File: src/rtl/fpu_add_arbiter.sv
// ---------------------------------------------------------------------------
// fpu_add_arbiter
// Two-requester round-robin front end for a shared combinational FP adder.
// A granted request's operands are latched and presented to the adder. One
// cycle later the sum and NaN flag are captured and held as a response until
// it is accepted.
//
// Ports
//   clk, rst            clock (rising edge), synchronous active-high reset
//   req_valid[1:0]      per-requester request
//   req_ready[1:0]      per-requester accept strobe (combinational)
//   req{0,1}_{a,b}      IEEE-754 single operands per requester
//   add_a, add_b        operands to the external adder (from operand regs)
//   add_result, add_nan adder sum and NaN flag
//   rsp_valid/ready     response handshake
//   rsp_data/nan/id     captured sum, NaN flag, requester index
//   busy                high whenever not IDLE
//   nan_count           saturating count of NaN results
// ---------------------------------------------------------------------------
module fpu_add_arbiter #(
    parameter int CNT_W = 8
) (
    input  logic             clk,
    input  logic             rst,
    input  logic [1:0]       req_valid,
    output logic [1:0]       req_ready,
    input  logic [31:0]      req0_a,
    input  logic [31:0]      req0_b,
    input  logic [31:0]      req1_a,
    input  logic [31:0]      req1_b,
    output logic [31:0]      add_a,
    output logic [31:0]      add_b,
    input  logic [31:0]      add_result,
    input  logic             add_nan,
    output logic             rsp_valid,
    input  logic             rsp_ready,
    output logic [31:0]      rsp_data,
    output logic             rsp_nan,
    output logic             rsp_id,
    output logic             busy,
    output logic [CNT_W-1:0] nan_count
);

    localparam logic [1:0] IDLE = 2'd0;
    localparam logic [1:0] EXEC = 2'd1;
    localparam logic [1:0] RESP = 2'd2;

    logic [1:0]       state_reg;
    logic [1:0]       state_next;
    logic [31:0]      op_a_reg;
    logic [31:0]      op_b_reg;
    logic [31:0]      rsp_data_reg;
    logic             rsp_nan_reg;
    logic             rsp_id_reg;
    logic             last_grant_reg;
    logic [CNT_W-1:0] nan_count_reg;

    logic             grant_id;
    logic             ready_en;
    logic             req_hs;
    logic             rsp_hs;

    // A lone requester always wins; on a tie the one not served last wins.
    assign grant_id = (&req_valid) ? ~last_grant_reg : req_valid[1];

    // Ready is suppressed while reset is asserted so nothing is offered
    // during reset cycles even though the state register reads IDLE.
    assign ready_en = (state_reg == IDLE) && !rst;

    for (genvar gi = 0; gi < 2; gi++) begin : g_ready
        assign req_ready[gi] = ready_en && req_valid[gi] && (grant_id == 1'(gi));
    end

    assign req_hs = |(req_valid & req_ready);
    assign rsp_hs = rsp_valid && rsp_ready;

    always_comb begin
        state_next = state_reg;
        case (state_reg)
            IDLE:    if (req_hs) state_next = EXEC;
            EXEC:    state_next = RESP;
            RESP:    if (rsp_hs) state_next = IDLE;
            default: state_next = IDLE;
        endcase
    end

    always_ff @(posedge clk) begin
        if (rst) begin
            state_reg      <= IDLE;
            op_a_reg       <= '0;
            op_b_reg       <= '0;
            rsp_data_reg   <= '0;
            rsp_nan_reg    <= 1'b0;
            rsp_id_reg     <= 1'b0;
            last_grant_reg <= 1'b1;
            nan_count_reg  <= '0;
        end else begin
            state_reg <= state_next;
            if (req_hs) begin
                op_a_reg       <= grant_id ? req1_a : req0_a;
                op_b_reg       <= grant_id ? req1_b : req0_b;
                rsp_id_reg     <= grant_id;
                last_grant_reg <= grant_id;
            end
            if (state_reg == EXEC) begin
                rsp_data_reg <= add_result;
                rsp_nan_reg  <= add_nan;
                if (add_nan && (nan_count_reg != {CNT_W{1'b1}})) begin
                    nan_count_reg <= nan_count_reg + CNT_W'(1);
                end
            end
        end
    end

    assign add_a     = op_a_reg;
    assign add_b     = op_b_reg;
    assign rsp_valid = (state_reg == RESP) && !rst;
    assign rsp_data  = rsp_data_reg;
    assign rsp_nan   = rsp_nan_reg;
    assign rsp_id    = rsp_id_reg;
    assign busy      = (state_reg != IDLE);
    assign nan_count = nan_count_reg;

endmodule

File: config.mk
export PLATFORM = sky130hd
export DESIGN_NAME = fpu_add_arbiter
export DESIGN_NICKNAME = d
export VERILOG_FILES = /design/src/rtl/fpu_add_arbiter.sv
export SDC_FILE = /design/constraint.sdc
export NUM_CORES = 1
export LEC_CHECK = 0
export ABC_AREA = 1
export CORE_MARGIN = 4
export CORE_UTILIZATION = 39
export DETAILED_ROUTE_END_ITERATION = 10
export PLACE_DENSITY = 0.8
export REMOVE_ABC_BUFFERS = 1
export SYNTH_ARGS = -nofsm -noshare
export SYNTH_HDL_FRONTEND = slang
export SYNTH_SLANG_ARGS = --single-unit
File: constraint.sdc
create_clock -name clk -period 1.75 [get_ports clk]
set_input_delay 0.2625 -clock clk [delete_from_list [all_inputs] [get_ports clk]]
set_output_delay 0.2625 -clock clk [all_outputs]
set_load 0.03 [all_outputs]
==> results.json <==
{
  "post-cts-setup-buffer-count": 0,
  "final_common_cell": "nand2_1",
  "ys_seq_area_share_pct": 42.9,
  "clockRootBuffer": "clkbuf_16",
  "io_pins": 276,
  "dieArea_sq_mm": 0.0149,
  "grt_pass1_wl_um": 24700,
  "clk_pin_slew_ns": 0.07,
  "setup_tns_ns": 0,
  "ys_ff_latch": 109,
  "vdd_drop_max_mv": 0.511,
  "cts_made_buffers": 9,
  "ys_warn_count": 0,
  "drt-total-wl_um": 16200,
  "period_share_pct": 95.8,
  "initial_core_util_pct": 40.1,
  "row_count": 41,
  "worstRegToRegCells": 8,
  "grt_overflow": 0,
  "instances_no_fill": 1161,
  "leakage_uw": 0.00345,
  "clk_latency_ns": 0.33,
  "drive_gt1_share_pct": 12.5,
  "min_from": "rst",
  "n_antenna_cell": 0,
  "crit_required_ns": 1.49,
  "setup_viol": 0,
  "internal_power_uw": 5160,
  "path_depth": 1,
  "synthesis.area_sq_mm": 0.00508,
  "grt_max_degree": 61,
  "grt_setup_unrepaired": "false",
  "nFillCells": 1131,
  "synth_cell_types": 26,
  "drt_iter0_markers": 214,
  "slowest_delay_ns": 0.70,
  "nets": 1151,
  "area_delta_synth_final_pct": 63.4,
  "viasPerCell": 4.64,
  "pwr-share-comb_pct": 29.4,
  "p_sw_share_pct": 29.6,
  "clock_path_buffers": 2,
  "drt_first_pass_iters": 4,
  "hold_path.class": "in -> reg",
  "grt_pass1_vias": 5127,
  "crit_arrival_ns": 1.41,
  "status": "completed",
  "crit_buf_inv": 1,
  "multi_input_area_sq_mm": 0.00252,
  "slew_headroom_pct": 64.3,
  "dp_slack_ns": -0.0243,
  "vias": 5384,
  "power.share.clock_pct": 32.4,
  "finalHoldViolations": 0,
  "min_period_ns": 1.68,
  "antenna_found_initial": 0,
  "antenna_left": 0,
  "fmax_mhz": 597,
  "critPathMaxFanout": 4,
  "place_hpwl_um": 12500,
  "clock_skew_ns": 0.00780,
  "tightest_slew_ns": 0.536,
  "post_drt_wl_per_cell_um": 14.0,
  "path_class": "reg -> out",
  "seqCellArea_sq_mm": 0.00218,
  "slew_violations": 0,
  "critPathLaunch": "nan_count[7]",
  "die_w_um": 122,
  "final_cell_mix": "316 x nand2_1, 263 x clkdlybuf4s50_1, 108 x dfxtp_1, 76 x nor2_1, 40 x a21oi_2",
  "power.density_mw_per_mm2": 882,
  "seqPwrFrac_pct": 38.2,
  "switchingPower_uw": 2170,
  "hold_depth": 2,
  "coreArea_sq_mm": 0.0127,
  "r2r_start": "nan_count[1]",
  "hold_slack_ns": 0.201,
  "ctsHtreeMaxLevel": 3,
  "post-route-drc-count": 0,
  "numPortBuffers": 275,
  "synthCells": 725,
  "cts_tree": "yes",
  "timing.max_cap.violations": 0,
  "end_kind": "primary output",
  "gp_congestion": 0.818,
  "crit_family": "buffers and inverters",
  "critical_path.cell_chain": "clkdlybuf4s50_1",
  "cpMaxStageDelayCell": "clkdlybuf4s50_1",
  "dpl.cell_count": 1145,
  "cts_num_sinks": 109,
  "grt_use_total_pct": 20.7,
  "avgSynthCellArea_sq_um": 7.01,
  "ctsHoldBuffers": 0,
  "setup_ws_ns": 0.0737,
  "cp-start-kind": "register",
  "die_h_um": 122
}
[worst reg2reg max path, stage by stage, from the launching register on]
cell,delay (ns)
dfxtp_1,0.39
ha_1,0.20
nand2_1,0.08
nor2_1,0.16
nand2_2,0.17
nand2_1,0.19
nor2_1,0.06
nor2_1,0.09
nor2_1,0.05
[Yosys cell counts (all sizes together)]
master  count  area (sq um)
a21oi      69           495
buf        33           272
clkbuf     13          48.8
dfxtp     109          2180
ha          1          12.5
inv        16          60.1
nand2     352          1410
nand3       9          45.0
nand3b      1          7.51
nand4       4          25.0
nor2       81           335
nor3        2          10.0
o21ai      33           165
o22ai       1          6.26
xor2        1          8.76
[logic make-up after synthesis]
family | Yosys count | share of synthesized area (%)
adder cells (fa/ha/maj) | 1 | 0.246
buffers and inverters | 62 | 7.48
flip-flops | 109 | 42.9
AO/OA/AOI/OAI | 103 | 13.1
AND/OR/NAND/NOR | 449 | 36.1
XOR/XNOR | 1 | 0.172
[metrics by stage]
stage | utilization (%) | total power [uW] | area [sq um]
global placement | 62.7 | 5010 | 7940
CTS | 65.5 | 7420 | 8300
floorplan | - | 3920 | 4760
global route | 65.6 | 7680 | 8310
detailed placement | 62.7 | 5040 | 7940
finish | 65.6 | 7330 | 8310
[metal layers]
metal	global-route usage (%)	vias up	wire length, um
met4	4.55	0	121
met1	22.7	2392	6350
met2	37.0	208	7910
met5	0	-	0
met3	9.10	8	1820
li1	-	2776	-
[path summary, 6_finish.rpt]
kind	endpoint	slack, ns
setup / recovery	nan_count[7]	0.07
hold reg to reg	add_a[3]	0.46
setup reg to reg	nan_count[7]	0.25
hold / removal	state_reg[1]	0.20
[what timing repair did]
action / 4_1_cts / 5_1_grt
cloned: 0 / 0
gates resized for setup: 3 / 6
setup endpoints to repair: 3 / 6
[power groups by stage]
stage                     Combinational, uW  Sequential, uW  Clock [uW]
after floorplan                         668            3250           0
after global placement                 2160            2850           0
after detailed placement               2180            2860           0
after CTS                              2180            2800        2430
after global routing                   2320            2830        2540
final                                  2150            2800        2370
[cell type report]
cell class / instances / area share [%]
flip-flops and latches: 109 / 26.3
clock inverters: 5 / 1.28
well taps: 172 / 2.59
multi-input cells: 554 / 30.4
repair buffers: 294 / 35.7
clock buffers: 11 / 3.04
inverters: 16 / 0.723
(Power assumes the default switching activity.)
